**src/rtl/jk_counter_pkg.sv**
```systemverilog
// rtl/jk_counter_pkg.sv - shared mode and JK code definitions for the JK counter bank
package jk_counter_pkg;

  typedef enum logic [1:0] {
    HOLD       = 2'b00,
    JK         = 2'b01,
    COUNT_UP   = 2'b10,
    COUNT_DOWN = 2'b11
  } mode_e;

  // {J,K} pair codes for one storage bit
  localparam logic [1:0] JK_HOLD = 2'b00;
  localparam logic [1:0] JK_RST  = 2'b01;
  localparam logic [1:0] JK_SET  = 2'b10;
  localparam logic [1:0] JK_TGL  = 2'b11;

endpackage

```
**src/rtl/jk_counter_ch.sv**
```systemverilog
// rtl/jk_counter_ch.sv - one channel: WIDTH JK bits or a modulo-MOD up/down counter
import jk_counter_pkg::*;

module jk_counter_ch #(
  parameter int WIDTH = 4,
  parameter int MOD   = 10
) (
  input  logic             CLK,
  input  logic             RST,
  input  logic             CLR,
  input  logic             en,
  input  mode_e            mode,
  input  logic [WIDTH-1:0] j,
  input  logic [WIDTH-1:0] k,
  output logic [WIDTH-1:0] q,
  output logic             tc
);

  localparam logic [WIDTH-1:0] MAX_Q = WIDTH'(MOD - 1);
  // one bit wider so MOD == 2**WIDTH is representable for the out-of-range test
  localparam logic [WIDTH:0]   MOD_W = (WIDTH + 1)'(MOD);

  logic [WIDTH-1:0] jk_next;
  logic [WIDTH-1:0] q_next;

  always_comb begin
    jk_next = q;
    for (int i = 0; i < WIDTH; i++) begin
      case ({j[i], k[i]})
        JK_HOLD: jk_next[i] = q[i];
        JK_RST:  jk_next[i] = 1'b0;
        JK_SET:  jk_next[i] = 1'b1;
        default: jk_next[i] = ~q[i];
      endcase
    end
  end

  always_comb begin
    tc = 1'b0;
    case (mode)
      COUNT_UP:   tc = en & (q >= MAX_Q);
      COUNT_DOWN: tc = en & (q == '0);
      default:    tc = 1'b0;
    endcase
  end

  always_comb begin
    q_next = q;
    case (mode)
      JK:         q_next = jk_next;
      COUNT_UP:   q_next = (q >= MAX_Q) ? '0 : q + 1'b1;
      COUNT_DOWN: q_next = (q == '0 || {1'b0, q} >= MOD_W) ? MAX_Q : q - 1'b1;
      default:    q_next = q;
    endcase
  end

  always_ff @(posedge CLK) begin
    if (!RST) begin
      q <= '0;
    end else if (CLR) begin
      q <= '0;
    end else if (en) begin
      q <= q_next;
    end
  end

endmodule

```
**src/rtl/jk_counter_bank.sv**
```systemverilog
// rtl/jk_counter_bank.sv - NUM_CH-channel JK/counter bank; JKCB_CASCADE_EN chains channel enables
import jk_counter_pkg::*;

module jk_counter_bank #(
  parameter int WIDTH  = 4,
  parameter int NUM_CH = 4,
  parameter int MOD    = 10
) (
  input  logic                    CLK,
  input  logic                    RST,
  input  logic                    CLR,
  input  logic                    EN,
  input  logic [1:0]              MODE,
  input  logic [NUM_CH*WIDTH-1:0] J,
  input  logic [NUM_CH*WIDTH-1:0] K,
  output logic [NUM_CH*WIDTH-1:0] Q,
  output logic [NUM_CH*WIDTH-1:0] QN,
  output logic [NUM_CH-1:0]       TC
);

  if (MOD < 2 || MOD > 2**WIDTH) begin : g_bad_mod
    $error("jk_counter_bank: MOD=%0d outside 2..2**WIDTH", MOD);
  end

  mode_e mode;
  assign mode = mode_e'(MODE);
  assign QN   = ~Q;

  for (genvar c = 0; c < NUM_CH; c++) begin : g_ch
    logic en_eff;
    logic ch_en;
    logic tc_c;

`ifdef JKCB_CASCADE_EN
    // each digit advances only when every lower digit is at its terminal count
    if (c == 0) begin : g_first
      assign en_eff = EN;
    end else begin : g_ripple
      assign en_eff = EN & g_ch[c-1].tc_c;
    end
`else
    assign en_eff = EN;
`endif

    // JK loads ignore the cascade so every digit can be written directly
    assign ch_en = (mode == JK) ? EN : en_eff;

    jk_counter_ch #(
      .WIDTH (WIDTH),
      .MOD   (MOD)
    ) u_ch (
      .CLK  (CLK),
      .RST  (RST),
      .CLR  (CLR),
      .en   (ch_en),
      .mode (mode),
      .j    (J[c*WIDTH +: WIDTH]),
      .k    (K[c*WIDTH +: WIDTH]),
      .q    (Q[c*WIDTH +: WIDTH]),
      .tc   (tc_c)
    );

    assign TC[c] = tc_c;
  end

endmodule
```
**config.mk**
```make
export PLATFORM = sky130hd
export DESIGN_NAME = jk_counter_bank
export DESIGN_NICKNAME = d
export VERILOG_FILES = /design/src/rtl/jk_counter_pkg.sv /design/src/rtl/jk_counter_ch.sv /design/src/rtl/jk_counter_bank.sv
export SDC_FILE = /design/constraint.sdc
export NUM_CORES = 1
export LEC_CHECK = 0
export ABC_AREA = 1
export CORE_MARGIN = 4
export CORE_UTILIZATION = 45
export CTS_CLUSTER_SIZE = 20
export DETAILED_ROUTE_END_ITERATION = 6
export HOLD_SLACK_MARGIN = 0.12
export PLACE_DENSITY_LB_ADDON = 0.2
export SLEW_MARGIN = 20
export SYNTH_ARGS = -nofsm -noshare
export SYNTH_HDL_FRONTEND = slang
export SYNTH_SLANG_ARGS = --single-unit
```
**constraint.sdc**
```tcl
create_clock -name CLK -period 1.71 [get_ports CLK]
set_input_delay 0.342 -clock CLK [delete_from_list [all_inputs] [get_ports CLK]]
set_output_delay 0.342 -clock CLK [all_outputs]
set_load 0.02 [all_outputs]
```
==> results.toml, run 1 <==
[setup_path]
cpPeakStageDelay_ns = 0.36
cp_num_buf_inv = 2
cp-start-kind = "flop"
crit_family = "flip-flops"
arrival_ns = 1.56
worst-path-max-fanout = 4
r2r_start = "g_ch[0].u_ch.q[0]"
crit_chain = "clkinvlp_4 -> ha_2 -> nand3_2 -> a221oi_2 -> buf_4"
cpMaxStageDelayCell = "dfxtp_4"
cp-end-kind = "output port"
worstSetupEndpoint = "TC[1]"
crit_start = "g_ch[1].u_ch.q[0]"
rr_worst_depth = 12
reg2reg_slack_ns = 0.12
worst-path-stages = 5
crit_type = "reg -> out"
required_ns = 1.37
r2r-end = "g_ch[0].u_ch.q[0]"

[yosys]
yosys.area.top_type_share = 0.2407
synth_cells = 432
ys_seq_area_frac = 0.1208
synthesis.area_um2 = 2651
ys_warn_count = 0
synth_most_common_cell = "inv_1"
syn_nets = 521
ys_top_cells_by_count = "87 x inv_1, 84 x nand2_1, 51 x ha_1, 51 x nand3_1, 40 x nor2_1"
ys_types = 26
synth.avg_cell_area_um2 = 6.137
synth_ff_type = "dfxtp_1"
synth-seq-cells = 16
synth_area_leaders = "ha_1 24%, inv_1 12%, dfxtp_1 12%, nand2_1 12%, nand3_1 9.6%"
synth_top_cell_by_area = "ha_1"
synth-async-reset-ratio = 0
synth_edf_count = 0

[die]
die_area_um2 = 7183
die_w_um = 84.76
fp.dieH_um = 84.76
start_util = 0.4728
core_area_um2 = 5608
placementRows = 27
pin_count = 74

[cells_and_area]
regArea_um2 = 340.3
finalInstanceArea_um2 = 4227
area_growth_syn_to_layout_pct = 59.41
largestRegisters = "g_ch.u_ch.q x16"
nets = 665
multi_input_area_um2 = 2033
fillers = 432
n_antenna_cell = 0
final_layout_size_suffix_gt1_frac = 0.2504
largest_register_ffs = 16
fin_util = 0.7537
largest-register = "g_ch.u_ch.q"
fin_cells = 647

[timing]
drv_slew = 0
max_freq_mhz = 525.1
period_minus_slack_ns = 1.904
timing.hold.ws_ns = 0.6219
report.final.setup_viol = 4
relSlewSlack = 0.7852
tightest_slew_ns = 0.3222
hold_viol = 0
tns_ns = -0.5960
fin_ws_ns = -0.1944
skew_ns = 0.008206
finalCritPeriodShare = 1.114
rsz0062_at_grt = "yes"

[drt]
routed_wl_um = 8176
wl_per_cell_um = 12.64
ant_nets = 0
num_vias = 3226
dr.first_iter.drc_count = 135
detail_route.drc_violations = 0
drt-pass1-iter-count = 4
routed_via_density = 4.986

[global_routing]
antenna_found_initial = 0
grt_pass1_wl_um = 13610
grt_pass1_vias = 3161
grt_start_max_net_pins = 17
grt_usage = 0.2268
overflow = 0

[power]
p_total_mw = 1.648
cellPowerDensity_nw_per_um2 = 389.9
leakage_nw = 2.358
vdd_drop_max_mv = 0.3500

[clocking]
cts_sinks = 16
cts_tree = "built"
cts_root_buffer = "clkbuf_8"
clk_latency_ns = 0.26
h-tree-depth = 1
cts_buffers = 3
clk_path_buf_depth = 2
hold_buffers = 0
cts.clk_slew.worst_paths_ns = 0.08

[run_status]
violations = "setup timing"
status = "complete, but fails checks"

[placement]
dp.final_hpwl_um = 6372
dp_cells = 630
gp_congestion = 0.9774
io_buffers = 73
place_ws_ns = -0.7404
placed_area_um2 = 4044

[job]
max_cap_violations = 0

[worst_hold_path]
holdCritPathClass = "reg -> reg"
==> final cells by class <==
cell class,instances,area share
clock buffers,3,0.009769
repair buffers,158,0.3239
clock inverters,1,0.0008881
well taps,72,0.02131
inverters,89,0.08259
flip-flops and latches,16,0.08052
multi-input cells,308,0.4811
==> tightest hold or removal path, cell delays in order, from the launching register on <==
cell and delay [ns]:
dfxtp_1 0.35, o21ai_0 0.19, nor2_1 0.05
==> power breakdown <==
| group | internal (mW) | switching [mW] | total (mW) |
|---|---|---|---|
| clock | 0.160 | 0.161 | 0.321 |
| combinational | 0.440 | 0.477 | 0.917 |
| sequential | 0.390 | 0.0201 | 0.410 |
| total | 0.990 | 0.658 | 1.65 |
==> how the worst min path moves through the flow <==
| stage | from | end | slack (ns) | depth (start not counted) |
|---|---|---|---|---|
| after floorplan | CLR | g_ch[1].u_ch.q[2] | 0.56 | 3 |
| after global placement | g_ch[2].u_ch.q[2] | g_ch[2].u_ch.q[2] | 0.58 | 2 |
| after detailed placement | g_ch[2].u_ch.q[2] | g_ch[2].u_ch.q[2] | 0.61 | 2 |
| after CTS | g_ch[2].u_ch.q[2] | g_ch[2].u_ch.q[2] | 0.62 | 2 |
| after global routing | g_ch[2].u_ch.q[2] | g_ch[2].u_ch.q[2] | 0.68 | 2 |
| final | g_ch[2].u_ch.q[2] | g_ch[2].u_ch.q[2] | 0.62 | 2 |
==> metal layers <==
metal / wire, um / vias up / GRT usage / part of all wire
met2: 4276 / 107 / 0.4370 / 0.52
met1: 3215 / 1457 / 0.2481 / 0.39
li1: - / 1638 / - / -
met4: 228 / 0 / 0.09640 / 0.028
met5: 0 / - / 0 / 0
met3: 455 / 24 / 0.02159 / 0.056
==> what timing repair did <==
action                     CTS  global route
setup buffers                9             4
resized for setup           60            14
setup endpoints to repair   31            10
pin swaps                   10            12
==> kinds of logic after synthesis <==
kind of cell / after synthesis / share of synthesized area
AND/OR/NAND/NOR: 189 / 0.3072
buffers and inverters: 108 / 0.1708
AO/OA/AOI/OAI: 60 / 0.1340
adder cells (fa/ha/maj): 51 / 0.2407
flip-flops: 16 / 0.1208
XOR/XNOR: 8 / 0.02643
==> cells in the final DEF (no fill, tap or decap), drive strengths merged, types with 3 or more instances in the layout <==
cell	Yosys	routed
dlygate4sd2	0	28
nand2	86	86
nand4	8	8
inv	88	84
dfxtp	16	16
clkdlybuf4s50	0	35
o21ai	49	49
clkinvlp	0	4
nor2	41	41
clkbuf	2	3
nand3	51	51
dlymetal6s2s	0	5
buf	17	89
a21oi	6	6
ha	51	51
a221oi	4	4
xor2	6	6
nor3	3	3
Power figures use the tool's default switching activity.
==> inputs of run 2 (changes only) <==
--- a/config.mk
+++ b/config.mk
@@ -7,7 +7,7 @@
 export LEC_CHECK = 0
 export ABC_AREA = 1
 export CORE_MARGIN = 4
-export CORE_UTILIZATION = 45
+export CORE_UTILIZATION = 40
 export CTS_CLUSTER_SIZE = 20
 export DETAILED_ROUTE_END_ITERATION = 6
 export HOLD_SLACK_MARGIN = 0.12
==> run 2 against run 1 <==
Compared with the run above:
- the flow still finishes with violations (setup timing)
- combinational power down 0.8%
- fmax up 2.4%
- via count down 0.96%
- first-iteration DRC count down 37%
- cell area up 0.15%
- global-route usage down 2.9 points
- sequential power about the same
- critical endpoint unchanged
==> results.toml, run 2 (synthesized netlist as in run 1, its figures left out) <==
[cells_and_area]
nets = 667
regArea_um2 = 340.3
fin_cells = 654
finalInstanceArea_um2 = 4233
area_growth_syn_to_layout_pct = 59.65
final_common_cell = "buf_4"
multi_input_area_um2 = 2008
largest_register_ffs = 16
fillers = 588
final_layout_size_suffix_gt1_frac = 0.2513
layout_common_cells = "87 x buf_4, 79 x inv_1, 79 x nand2_1, 46 x nand3_1, 46 x ha_1"
n_antenna_cell = 0
largestRegisters = "g_ch.u_ch.q x16"
largest-register = "g_ch.u_ch.q"
fin_util = 0.6628

[power]
vdd_drop_max_mv = 0.2552
cellPowerDensity_nw_per_um2 = 399.2
leakage_nw = 2.341
p_total_mw = 1.690

[clocking]
h-tree-depth = 1
cts_tree = "built"
cts_sinks = 16
cts_buffers = 3
clk_latency_ns = 0.26
cts.clk_slew.worst_paths_ns = 0.07
hold_buffers = 0
cts_root_buffer = "clkbuf_8"
clk_path_buf_depth = 2

[drt]
num_vias = 3195
drt-pass1-iter-count = 4
ant_nets = 0
wl_per_cell_um = 12.18
routed_via_density = 4.885
dr.first_iter.drc_count = 85
routed_wl_um = 7965
detail_route.drc_violations = 0

[die]
core_area_um2 = 6386
start_util = 0.4152
die_w_um = 89.42
die_area_um2 = 7995
pin_count = 74
placementRows = 29
fp.dieH_um = 89.42

[global_routing]
overflow = 0
grt_pass1_wl_um = 12630
antenna_found_initial = 0
grt_util_met2 = 0.3697
top_usage_layer = "met2"
grt_start_max_net_pins = 17
grt_util_met3 = 0.01290
grt_usage = 0.1979
grt_pass1_vias = 2932
met1_usage = 0.2393

[setup_path]
cp-start-kind = "flop"
crit_family = "flip-flops"
cp-end-kind = "output port"
worst-path-max-fanout = 3
crit_type = "reg -> out"
required_ns = 1.37
arrival_ns = 1.52
cpPeakStageDelay_ns = 0.37
cp_num_buf_inv = 2
cpMaxStageDelayCell = "dfxtp_4"
crit_chain = "clkinvlp_4 -> ha_4 -> nand3_2 -> nand2_2 -> a221oi_2 -> buf_4"

[placement]
dp_cells = 642
placed_area_um2 = 4128
gp_congestion = 0.8676
io_buffers = 73
dp.final_hpwl_um = 6380
place_ws_ns = -0.7281

[timing]
report.final.setup_viol = 4
relSlewSlack = 0.8259
hold_viol = 0
skew_ns = 0.007474
timing.hold.ws_ns = 0.7210
rsz0062_at_grt = "yes"
period_minus_slack_ns = 1.861
tightest_slew_ns = 0.2611
fin_ws_ns = -0.1506
max_freq_mhz = 537.5
tns_ns = -0.5389
finalCritPeriodShare = 1.088
drv_slew = 0

[worst_hold_path]
holdCritPathClass = "reg -> reg"

[run_status]
violations = "setup timing"
status = "complete, but fails checks"

[job]
max_cap_violations = 0
==> run 2: changes by cell type in the layout (fill, tap and decap cells not counted), moves of 2 or more <==
cell / change
buf_6: -2
ha_2: -3
a221oi_2: +2
dlymetal6s2s_1: -3
buf_4: +2
a221oi_4: -2
buf_12: +2
ha_1: +2
dlygate4sd2_1: +4
==> run 2: worst paths after layout <==
| kind | startpoint | cells after the start | slack, ns | end |
|---|---|---|---|---|
| worst min-delay path | g_ch[1].u_ch.q[1] | 3 | 0.72 | g_ch[1].u_ch.q[1] |
| worst min register to register | g_ch[1].u_ch.q[1] | 3 | 0.72 | g_ch[1].u_ch.q[1] |
| worst max register to register | g_ch[0].u_ch.q[0] | 12 | 0.10 | g_ch[0].u_ch.q[0] |
| worst max-delay path | g_ch[1].u_ch.q[0] | 6 | -0.15 | TC[1] |
==> run 2: area by class of cell <==
cell class / count / share of cell area
clock buffer: 4 / 0.01301
inverter: 89 / 0.08247
multi-input combinational: 308 / 0.4744
sequential: 16 / 0.08040
tap: 77 / 0.02276
timing repair buffer: 160 / 0.3269
==> run 2: layer usage <==
metal  vias up  wire length, um
met5         -                0
met1      1454             3473
met4         0               99
li1       1652                -
met3         7              369
met2        82             4021
==> run 2: what timing repair did <==
| action | 4_1_cts | 5_1_grt |
|---|---|---|
| pin swaps | 8 | 1 |
| resized for setup | 64 | 5 |
| setup endpoints to repair | 31 | 6 |
| endpoints found under the hold margin | 0 | 0 |
| setup buffers | 5 | 3 |
==> run 2: report_power, final <==
| group | switching, mW | internal (mW) | leakage (nW) |
|---|---|---|---|
| Combinational | 0.467 | 0.444 | 2.18 |
| Sequential | 0.0196 | 0.390 | 0.135 |
| Clock | 0.165 | 0.205 | 0.0288 |
| Total | 0.651 | 1.04 | 2.34 |
==> run 2: worst register-to-register path: stages, from the launching register on <==
cell and delay [ns]:
dfxtp_4 0.38, clkinvlp_4 0.12, buf_4 0.15, buf_4 0.14, ha_1 0.21, inv_1 0.05
nand2_1 0.06, nand2_2 0.09, nand3_1 0.07, nand2_1 0.06, inv_1 0.04, nor2_1 0.09
nor2_1 0.05
